File: src/rtl/mesi_snoop_responder_if.sv
// Snoop request and snoop response channels between the coherence bus/directory and one core's responder.
// The bus side is the master: it drives requests and accepts response beats.
interface mesi_snoop_responder_if #(
    parameter int ADDR_W = 32
);
    logic              snp_valid;
    logic              snp_ready;
    logic [1:0]        snp_type;
    logic [ADDR_W-1:0] snp_addr;

    logic              rsp_valid;
    logic              rsp_ready;
    logic              rsp_hit;
    logic              rsp_shared;
    logic              rsp_dirty;
    logic              rsp_err;
    logic [31:0]       rsp_data;
    logic              rsp_last;

    modport master (
        output snp_valid, snp_type, snp_addr, rsp_ready,
        input  snp_ready, rsp_valid, rsp_hit, rsp_shared, rsp_dirty, rsp_err, rsp_data, rsp_last
    );

    modport slave (
        input  snp_valid, snp_type, snp_addr, rsp_ready,
        output snp_ready, rsp_valid, rsp_hit, rsp_shared, rsp_dirty, rsp_err, rsp_data, rsp_last
    );
endinterface

File: src/rtl/mesi_snoop_responder.sv
// MESI snoop responder: tag lookup, downgrade/invalidate write, single-beat reply or 4-beat flush of M lines.
// Reply at T+3 (flush beat k at T+4+2k, reserved type at T+1); each beat held until rsp_ready, no accept while busy.
module mesi_snoop_responder #(
    parameter int CACHE_LINES = 64,
    parameter int INDEX_W     = $clog2(CACHE_LINES),
    parameter int ADDR_W      = 32,
    parameter int TAG_W       = ADDR_W - INDEX_W - 4
) (
    input  logic                  clk,
    input  logic                  reset,
    mesi_snoop_responder_if.slave bus,
    input  logic                  core_lock,
    output logic                  snp_busy,
    output logic [INDEX_W-1:0]    snp_idx,
    output logic                  tag_rd_en,
    output logic [INDEX_W-1:0]    tag_rd_idx,
    input  logic [TAG_W-1:0]      tag_rd_tag,
    input  logic [1:0]            tag_rd_state,
    output logic                  st_wr_en,
    output logic [INDEX_W-1:0]    st_wr_idx,
    output logic [1:0]            st_wr_state,
    output logic                  dat_rd_en,
    output logic [INDEX_W-1:0]    dat_rd_idx,
    output logic [1:0]            dat_rd_word,
    input  logic [31:0]           dat_rd_data
);
    localparam logic [1:0] ST_M = 2'b00, ST_E = 2'b01, ST_S = 2'b10, ST_I = 2'b11;
    localparam logic [1:0] BUS_RD = 2'b00, BUS_UPGR = 2'b10, BUS_RSVD = 2'b11;

    typedef enum logic [2:0] {IDLE, LOOKUP, EVAL, RESP, FLUSH_RD, FLUSH_TX} state_t;

    state_t           state;
    logic             live;
    logic             tx_first;
    logic [TAG_W-1:0] tag_q;
    logic [1:0]       type_q;
    logic [1:0]       word;
    logic [31:0]      data_q;
    logic             rsp_valid_q, rsp_hit_q, rsp_shared_q, rsp_dirty_q, rsp_err_q, rsp_last_q;
    logic             ready, accept, line_hit, line_dirty;
    logic             unused_ok;

    // live keeps snp_ready low while reset is held and for the edge that releases it
    assign ready      = live & (state == IDLE) & ~core_lock;
    assign accept     = bus.snp_valid & ready;
    assign line_hit   = (tag_rd_state != ST_I) && (tag_rd_tag == tag_q);
    assign line_dirty = line_hit && (tag_rd_state == ST_M);
    assign unused_ok  = ^bus.snp_addr[3:0];

    assign bus.snp_ready  = ready;
    assign bus.rsp_valid  = rsp_valid_q;
    assign bus.rsp_hit    = rsp_hit_q;
    assign bus.rsp_shared = rsp_shared_q;
    assign bus.rsp_dirty  = rsp_dirty_q;
    assign bus.rsp_err    = rsp_err_q;
    assign bus.rsp_last   = rsp_last_q;
    // Read data lands the same cycle the beat goes valid, so the first TX cycle bypasses the holding register.
    assign bus.rsp_data   = (state == FLUSH_TX) ? (tx_first ? dat_rd_data : data_q) : 32'd0;

    assign tag_rd_idx  = snp_idx;
    assign st_wr_idx   = snp_idx;
    assign dat_rd_idx  = snp_idx;
    assign dat_rd_word = word;

    // The state write depends on the tag read returning in EVAL, so it cannot be registered.
    always_comb begin
        st_wr_en    = 1'b0;
        st_wr_state = 2'b00;
        if (state == EVAL && line_hit) begin
            st_wr_en    = (type_q != BUS_RD) || (tag_rd_state != ST_S);
            st_wr_state = (type_q == BUS_RD) ? ST_S : ST_I;
        end
    end

    always_ff @(posedge clk or posedge reset) begin
        if (reset) begin
            state        <= IDLE;
            live         <= 1'b0;
            tx_first     <= 1'b0;
            snp_busy     <= 1'b0;
            snp_idx      <= '0;
            tag_q        <= '0;
            type_q       <= 2'b00;
            word         <= 2'd0;
            data_q       <= 32'd0;
            tag_rd_en    <= 1'b0;
            dat_rd_en    <= 1'b0;
            rsp_valid_q  <= 1'b0;
            rsp_hit_q    <= 1'b0;
            rsp_shared_q <= 1'b0;
            rsp_dirty_q  <= 1'b0;
            rsp_err_q    <= 1'b0;
            rsp_last_q   <= 1'b0;
        end else begin
            live      <= 1'b1;
            tag_rd_en <= 1'b0;
            dat_rd_en <= 1'b0;
            tx_first  <= 1'b0;
            case (state)
                IDLE: if (accept) begin
                    snp_idx  <= bus.snp_addr[INDEX_W+3:4];
                    tag_q    <= bus.snp_addr[ADDR_W-1:INDEX_W+4];
                    type_q   <= bus.snp_type;
                    snp_busy <= 1'b1;
                    if (bus.snp_type == BUS_RSVD) begin
                        state        <= RESP;
                        rsp_valid_q  <= 1'b1;
                        rsp_hit_q    <= 1'b0;
                        rsp_shared_q <= 1'b0;
                        rsp_dirty_q  <= 1'b0;
                        rsp_err_q    <= 1'b1;
                        rsp_last_q   <= 1'b1;
                    end else begin
                        state     <= LOOKUP;
                        tag_rd_en <= 1'b1;
                    end
                end
                LOOKUP: state <= EVAL;
                EVAL: begin
                    word         <= 2'd0;
                    rsp_hit_q    <= line_hit;
                    rsp_shared_q <= line_hit && (type_q == BUS_RD);
                    rsp_err_q    <= line_hit && (type_q == BUS_UPGR) &&
                                    (tag_rd_state == ST_M || tag_rd_state == ST_E);
                    if (line_dirty) begin
                        state     <= FLUSH_RD;
                        dat_rd_en <= 1'b1;
                    end else begin
                        state       <= RESP;
                        rsp_valid_q <= 1'b1;
                        rsp_dirty_q <= 1'b0;
                        rsp_last_q  <= 1'b1;
                    end
                end
                RESP: if (bus.rsp_ready) begin
                    state        <= IDLE;
                    snp_busy     <= 1'b0;
                    rsp_valid_q  <= 1'b0;
                    rsp_hit_q    <= 1'b0;
                    rsp_shared_q <= 1'b0;
                    rsp_err_q    <= 1'b0;
                    rsp_last_q   <= 1'b0;
                end
                FLUSH_RD: begin
                    state       <= FLUSH_TX;
                    tx_first    <= 1'b1;
                    rsp_valid_q <= 1'b1;
                    rsp_dirty_q <= 1'b1;
                    rsp_last_q  <= (word == 2'd3);
                end
                FLUSH_TX: begin
                    if (tx_first) data_q <= dat_rd_data;
                    if (bus.rsp_ready) begin
                        rsp_valid_q <= 1'b0;
                        if (word == 2'd3) begin
                            state        <= IDLE;
                            snp_busy     <= 1'b0;
                            word         <= 2'd0;
                            rsp_hit_q    <= 1'b0;
                            rsp_shared_q <= 1'b0;
                            rsp_dirty_q  <= 1'b0;
                            rsp_err_q    <= 1'b0;
                            rsp_last_q   <= 1'b0;
                        end else begin
                            state     <= FLUSH_RD;
                            word      <= word + 2'd1;
                            dat_rd_en <= 1'b1;
                        end
                    end
                end
                default: state <= IDLE;
            endcase
        end
    end
endmodule
File: src/flat_wrapper.sv
// flat-port wrapper written by rule: the top's interface ports become plain ports
module mesi_snoop_responder_flat 
#(
    parameter int CACHE_LINES = 64,
    parameter int INDEX_W     = $clog2(CACHE_LINES),
    parameter int ADDR_W      = 32,
    parameter int TAG_W       = ADDR_W - INDEX_W - 4
)
  (clk, reset, core_lock, snp_busy, snp_idx, tag_rd_en, tag_rd_idx, tag_rd_tag, tag_rd_state, st_wr_en, st_wr_idx, st_wr_state, dat_rd_en, dat_rd_idx, dat_rd_word, dat_rd_data, bus_snp_valid, bus_snp_type, bus_snp_addr, bus_rsp_ready, bus_snp_ready, bus_rsp_valid, bus_rsp_hit, bus_rsp_shared, bus_rsp_dirty, bus_rsp_err, bus_rsp_data, bus_rsp_last);
  mesi_snoop_responder_if #(.ADDR_W(ADDR_W)) bus_i ();
  input  logic clk;
  input  logic reset;
  input  logic core_lock;
  output logic snp_busy;
  output logic [INDEX_W-1:0] snp_idx;
  output logic tag_rd_en;
  output logic [INDEX_W-1:0] tag_rd_idx;
  input  logic [TAG_W-1:0] tag_rd_tag;
  input  logic [1:0] tag_rd_state;
  output logic st_wr_en;
  output logic [INDEX_W-1:0] st_wr_idx;
  output logic [1:0] st_wr_state;
  output logic dat_rd_en;
  output logic [INDEX_W-1:0] dat_rd_idx;
  output logic [1:0] dat_rd_word;
  input  logic [31:0] dat_rd_data;
  input wire logic [$bits(bus_i.snp_valid)-1:0] bus_snp_valid;
  input wire logic [$bits(bus_i.snp_type)-1:0] bus_snp_type;
  input wire logic [$bits(bus_i.snp_addr)-1:0] bus_snp_addr;
  input wire logic [$bits(bus_i.rsp_ready)-1:0] bus_rsp_ready;
  output wire logic [$bits(bus_i.snp_ready)-1:0] bus_snp_ready;
  output wire logic [$bits(bus_i.rsp_valid)-1:0] bus_rsp_valid;
  output wire logic [$bits(bus_i.rsp_hit)-1:0] bus_rsp_hit;
  output wire logic [$bits(bus_i.rsp_shared)-1:0] bus_rsp_shared;
  output wire logic [$bits(bus_i.rsp_dirty)-1:0] bus_rsp_dirty;
  output wire logic [$bits(bus_i.rsp_err)-1:0] bus_rsp_err;
  output wire logic [$bits(bus_i.rsp_data)-1:0] bus_rsp_data;
  output wire logic [$bits(bus_i.rsp_last)-1:0] bus_rsp_last;
  assign bus_i.snp_valid = bus_snp_valid;
  assign bus_i.snp_type = bus_snp_type;
  assign bus_i.snp_addr = bus_snp_addr;
  assign bus_i.rsp_ready = bus_rsp_ready;
  assign bus_snp_ready = bus_i.snp_ready;
  assign bus_rsp_valid = bus_i.rsp_valid;
  assign bus_rsp_hit = bus_i.rsp_hit;
  assign bus_rsp_shared = bus_i.rsp_shared;
  assign bus_rsp_dirty = bus_i.rsp_dirty;
  assign bus_rsp_err = bus_i.rsp_err;
  assign bus_rsp_data = bus_i.rsp_data;
  assign bus_rsp_last = bus_i.rsp_last;
  mesi_snoop_responder #(.CACHE_LINES(CACHE_LINES), .INDEX_W(INDEX_W), .ADDR_W(ADDR_W), .TAG_W(TAG_W)) u_core (.clk(clk), .reset(reset), .bus(bus_i), .core_lock(core_lock), .snp_busy(snp_busy), .snp_idx(snp_idx), .tag_rd_en(tag_rd_en), .tag_rd_idx(tag_rd_idx), .tag_rd_tag(tag_rd_tag), .tag_rd_state(tag_rd_state), .st_wr_en(st_wr_en), .st_wr_idx(st_wr_idx), .st_wr_state(st_wr_state), .dat_rd_en(dat_rd_en), .dat_rd_idx(dat_rd_idx), .dat_rd_word(dat_rd_word), .dat_rd_data(dat_rd_data));
endmodule
File: config.mk
export PLATFORM = sky130hd
export DESIGN_NAME = mesi_snoop_responder_flat
export DESIGN_NICKNAME = d
export VERILOG_FILES = /design/src/rtl/mesi_snoop_responder_if.sv /design/src/rtl/mesi_snoop_responder.sv /design/src/flat_wrapper.sv
export SDC_FILE = /design/constraint.sdc
export NUM_CORES = 1
export LEC_CHECK = 0
export BUFFER_PORTS_ARGS = -buffer_cell sky130_fd_sc_hd__buf_2
export CAP_MARGIN = 20
export CORE_AREA = 2 2 92 94
export CTS_BUF_LIST = sky130_fd_sc_hd__clkbuf_4 sky130_fd_sc_hd__clkbuf_8 sky130_fd_sc_hd__clkbuf_16
export CTS_CLUSTER_SIZE = 25
export DETAILED_ROUTE_END_ITERATION = 8
export DIE_AREA = 0 0 94 96
export GPL_TIMING_DRIVEN = 0
export PLACE_DENSITY = 0.84
export RECOVER_POWER = 50
export SLEW_MARGIN = 25
export SYNTH_ARGS = -nofsm -noshare
export SYNTH_HDL_FRONTEND = slang
export SYNTH_SLANG_ARGS = --single-unit
File: constraint.sdc
create_clock -name clk -period 4 [get_ports clk]
set_input_delay 0.8 -clock clk [delete_from_list [all_inputs] [get_ports clk]]
set_output_delay 0.8 -clock clk [all_outputs]
set_load 0.01 [all_outputs]
==> out/results.env <==
CTS_HOLD_REPAIR.BUFFERS=0
DRT_FIRST_ITER_VIOLATIONS=110
CTS.HTREE.LEVELS=3
FIRST_GLOBAL_VIAS=3138
SYNTH_EDF_COUNT=0
INITIAL_UTILIZATION_PCT=50.80
MAX_FREQ_MHz=315.8
ANTENNA_FOUND_INITIAL=0
DP_HPWL_MM=7.112
NUMCTSBUFFERS=9
SYNTH_LARGEST_TYPE_AREA_FRACTION_PCT=47.72
IO-PIN-COUNT=166
CHIPWIDTH_UM=94
RSZ_0062_RAISED_AFTER_GLOBAL_ROUTING='false'
TIMING_HOLD_VIOLATIONS_FINAL=0
PROPORTION_OF_SYNTHESIZED_FLIP_FLOPS_HAVING_ASYNCHRONOUS_SET_OR_RESET_PCT=100.0
FIN_NETS=620
CTSLONGESTPATHBUFFERS=2
WORSTHOLDPATHTYPE='reg -> reg'
MAX_SLEW_HEADROOM_AT_THE_WORST_PIN_PCT=-13.90
COMB_POWER_SHARE_PCT=34.1
REG2REG_DEPTH=6
DIE-HEIGHT_UM=96
STATUS='finished, violations left'
CRITICAL_PATH.CELL_CHAIN='clkbuf_1 -> nor2b_1 -> nand2b_1 -> inv_1 -> nand4_2 -> a31oi_1 -> buf_2'
FAILING_CHECKS='max-capacitance violations, max-slew violations'
CRITICALPATHCATEGORY='reg -> out'
MULTI_INPUT_AREA_UM2=1868
MAX_STAGE_DELAY_NS=0.44
FINAL_SETUP_FAILS=0
SYNTH_SEQ_AREA_SHARE_PCT=47.72
TIMING.REG2REG.SETUP_SLACK_NS=1.80
DRC=0
POWER_DENSITY_nW_PER_UM2=511.1
HIGHEST-SIGNAL-LAYER='met4'
CRITICAL_PATH_PEAK_FANOUT=10
FLOORPLAN.ROWS=33
ROUTEDLENGTHMET1_MM=3.720
POST_ROUTE_CELLS_DRIVE_ABOVE_1_SHARE_PCT=50.38
FINAL.FILL_COUNT=662
PLACE.GP.CONGESTION=0.8266
MET2WIRELENGTH_MM=4.401
POWER.CLOCK.FRACTION_PCT=23.0
POST_SYNTH_MAIN_AREA_CONTRIBUTORS='sky130_fd_sc_hd__dfrtp_1, sky130_fd_sc_hd__mux2_2, sky130_fd_sc_hd__mux2i_1, sky130_fd_sc_hd__nor2_1, sky130_fd_sc_hd__xnor2_1'
GRT_OVERFLOW=0
POST-ROUTE-MIN-PERIOD_NS=3.167
CLK_TRANSITION_REPORTED_PATHS_NS=0.08
STARTPOINT_TYPE='flip-flop'
SETUP_TOTAL_NEGATIVE_SLACK_NS=0
TRITONCTS='done'
CRIT-REG2REG-CAPTURE='u_core.data_q[7]'
WORSTSKEWPAIRLATENCY_NS=0.33
FIN_SKEW_NS=0.01043
DRT_PASS1_ITERATIONS=4
LAYOUT_WORST_PATH_CYCLE_SHARE_PCT=79.17
SYNTH_AREA_LEADER_CELL='sky130_fd_sc_hd__dfrtp_1'
FINAL_MAX_SLEW_VIOL_COUNT=38
SYNTH_NETS=447
NET-SWITCHING-POWER_uW=830.4
MIN_PATH_CELLS=2
ANTENNA_LEFT=0
SYNTHCELLS=351
YS.FLOP_TYPE='sky130_fd_sc_hd__dfrtp_1'
TIMING.CRITICAL_PATH.SLOWEST_STAGE_CELL='sky130_fd_sc_hd__nor2b_1'
POST_SYNTHESIS_SEQUENTIAL_ELEMENT_COUNT=78
CLK_ROOT_BUFFER_CELL='sky130_fd_sc_hd__clkbuf_8'
SYNTH_AREA_UM2=4090
TOT_PWR_uW=2659
POST_DRT_WL_PER_CELL_UM=14.31
GRT_USAGE_PCT=19.89
POST-PLACE-WS_NS=0.8696
CORE_REGION_AREA_UM2=8051
WORST_SLEW_PIN_SLEW_NS=1.699
GRT_START_MAX_NET_PINS=42
AREA.GROWTH.SYNTH_TO_FINAL_PCT=27.19
REGISTER_AREA_UM2=1952
MIN_FROM='u_core.bus.rsp_hit'
YOSYSUNIQUECELLTYPES=44
SYNTH.YOSYS.WARNINGS=0
REGTOREGSTARTPOINT='u_core.state[1]'
TOTALWIRELENGTH_MM=9.058
LAYOUT_SETUP_WS_NS=0.8333
DETAILROUTE.WIRELENGTH.MET3_UM=807
INTERNAL_POWER_uW=1829
CTS_NUM_SINKS=78
WORST_VDD_DROP_mV=0.3627
PORT_BUFFERS=161
MAX_CAP_VIOLATIONS=1
CP.ARRIVAL_NS=2.37
POST-CTS-SETUP-BUFFER-COUNT=0
ROUTED-VIA-COUNT=3241
WORST_HOLD_PATH.ENDPOINT='u_core.bus.rsp_hit'
SYNTHESIS.AREA_PER_INSTANCE_UM2=11.65
POWER_FRAC_SEQ_PCT=42.8
POWER.STATIC_LEAKAGE_uW=0.002528
DIE_AREA_UM2=9024
SW_FRAC_OF_TOTAL_PCT=31.23
CRIT_PATH_END_KIND='output port'
ROUTED_VIA_DENSITY=5.120
RESIZED_CELLS_POST_CTS=0
N_ANTENNA_CELL=0
ENDPOINT_REQUIRED_TIME_ON_THE_CRITICAL_PATH_NS=3.20
WIRE_LENGTH_OF_THE_FIRST_GLOBAL_ROUTING_PASS_MM=14.10
[cell type report]
class	instances	area share [%]
timing repair buffer	162	15.70
buffer	34	3.968
tap	105	2.525
sequential	78	37.52
inverter	5	0.3848
clock inverter	3	0.8177
multi-input combinational	234	35.91
clock buffer	12	3.175
[synthesized netlist by cell type (2+ instances only)]
cell	n
sky130_fd_sc_hd__dfrtp_1	78
sky130_fd_sc_hd__mux2_2	62
sky130_fd_sc_hd__nor2_1	42
sky130_fd_sc_hd__mux2i_1	32
sky130_fd_sc_hd__buf_4	20
sky130_fd_sc_hd__xnor2_1	18
sky130_fd_sc_hd__nand2_1	17
sky130_fd_sc_hd__buf_2	7
sky130_fd_sc_hd__a21oi_1	6
sky130_fd_sc_hd__o21ai_0	6
sky130_fd_sc_hd__inv_1	5
sky130_fd_sc_hd__xor2_1	5
sky130_fd_sc_hd__nand3_1	4
sky130_fd_sc_hd__nand4_1	4
sky130_fd_sc_hd__and2_1	3
sky130_fd_sc_hd__buf_6	3
sky130_fd_sc_hd__clkbuf_1	3
sky130_fd_sc_hd__nand2b_1	3
sky130_fd_sc_hd__a31oi_1	2
sky130_fd_sc_hd__a41oi_1	2
sky130_fd_sc_hd__and4_2	2
sky130_fd_sc_hd__nand4_2	2
sky130_fd_sc_hd__nor2b_1	2
sky130_fd_sc_hd__nor2b_4	2
sky130_fd_sc_hd__nor3_1	2
[per-layer routing]
layer / global-route usage, % / up-vias
met1: 23.87 / 1534
met5: 0 / -
met3: 5.325 / 14
met2: 34.70 / 152
li1: - / 1541
met4: 6.884 / 0
[how the worst max path moves through the flow]
| stage | end | startpoint | slack, ns |
|---|---|---|---|
| 5_1_grt | st_wr_en | u_core.state[1] | 0.67 |
| 4_1_cts | st_wr_en | tag_rd_tag[15] | 0.85 |
| 3_3_place_gp | u_core.tag_q[19] | reset | 0.30 |
| 6_report | st_wr_en | u_core.state[1] | 0.83 |
| 2_1_floorplan | u_core.bus.rsp_dirty | reset | 1.20 |
| 3_5_place_dp | st_wr_en | tag_rd_tag[15] | 0.87 |
[state kept, by name, summed over array words and instances (netlist names)]
register	count
u_core.bus.rsp_last	1
u_core.state	3
u_core.bus.rsp_err	1
u_core.tag_q	22
u_core.tx_first	1
u_core.bus.rsp_shared	1
u_core.dat_rd_idx	6
u_core.bus.rsp_valid	1
u_core.data_q	32
u_core.dat_rd_en	1
u_core.snp_busy	1
u_core.live	1
u_core.bus.rsp_dirty	1
u_core.dat_rd_word	2
u_core.type_q	2
u_core.tag_rd_en	1
u_core.bus.rsp_hit	1
[power groups by stage]
stage               logic, µW  clock network [µW]  registers [µW]
floorplan                 634                   0            1140
global placement          891                   0            1140
detailed placement        928                   0            1150
CTS                       932                 630            1140
global route              987                 670            1170
finish                    908                 613            1140
[cells in the final DEF, fill, tap and decap left out, types with 3 or more instances in the layout]
cell type | synthesis | layout
sky130_fd_sc_hd__buf_2 | 7 | 160
sky130_fd_sc_hd__dfrtp_1 | 78 | 78
sky130_fd_sc_hd__mux2_2 | 62 | 62
sky130_fd_sc_hd__nor2_1 | 42 | 42
sky130_fd_sc_hd__mux2i_1 | 32 | 32
sky130_fd_sc_hd__buf_4 | 20 | 19
sky130_fd_sc_hd__nand2_1 | 17 | 18
sky130_fd_sc_hd__xnor2_1 | 18 | 18
sky130_fd_sc_hd__clkbuf_1 | 3 | 15
sky130_fd_sc_hd__clkbuf_8 | 0 | 12
sky130_fd_sc_hd__o21ai_0 | 6 | 6
sky130_fd_sc_hd__a21oi_1 | 6 | 6
sky130_fd_sc_hd__xor2_1 | 5 | 5
sky130_fd_sc_hd__nor2b_1 | 2 | 4
sky130_fd_sc_hd__nand3_1 | 4 | 4
sky130_fd_sc_hd__inv_1 | 5 | 4
sky130_fd_sc_hd__nand4_1 | 4 | 4
sky130_fd_sc_hd__nand2b_1 | 3 | 3
[critical path: cells and delay by family (launching register included)]
family | cells | cell delay (ns)
compound gates | 1 | 0.20
buf+inv | 3 | 0.62
flops | 1 | 0.34
simple gates | 3 | 0.87
[stage by stage]
step                util (%)  std cells  hold slack [ns]  instance area, µm²
floorplan                  -        351           0.4757                4090
global placement       62.44        617           0.4579                5027
detailed placement     62.72        618           0.4674                5050
CTS                    65.30        633           0.4870                5258
global route           64.62        633           0.5230                5202
finish                 64.62        633           0.4859                5202
[cells by family (layout without fill, tap and decap cells)]
family | after synthesis | count (layout) | synth area share, %
XOR/XNOR | 23 | 23 | 4.925
adder cells (fa/ha/maj) | 1 | 1 | 0.3059
multiplexers | 94 | 94 | 24.90
buffers and inverters | 39 | 216 | 6.179
flip-flops | 78 | 78 | 47.72
AO/OA/AOI/OAI | 26 | 26 | 4.773
AND/OR/NAND/NOR | 89 | 89 | 11.10
other | 1 | 1 | 0.09168
No activity file was read; power rests on OpenSTA's default activity.
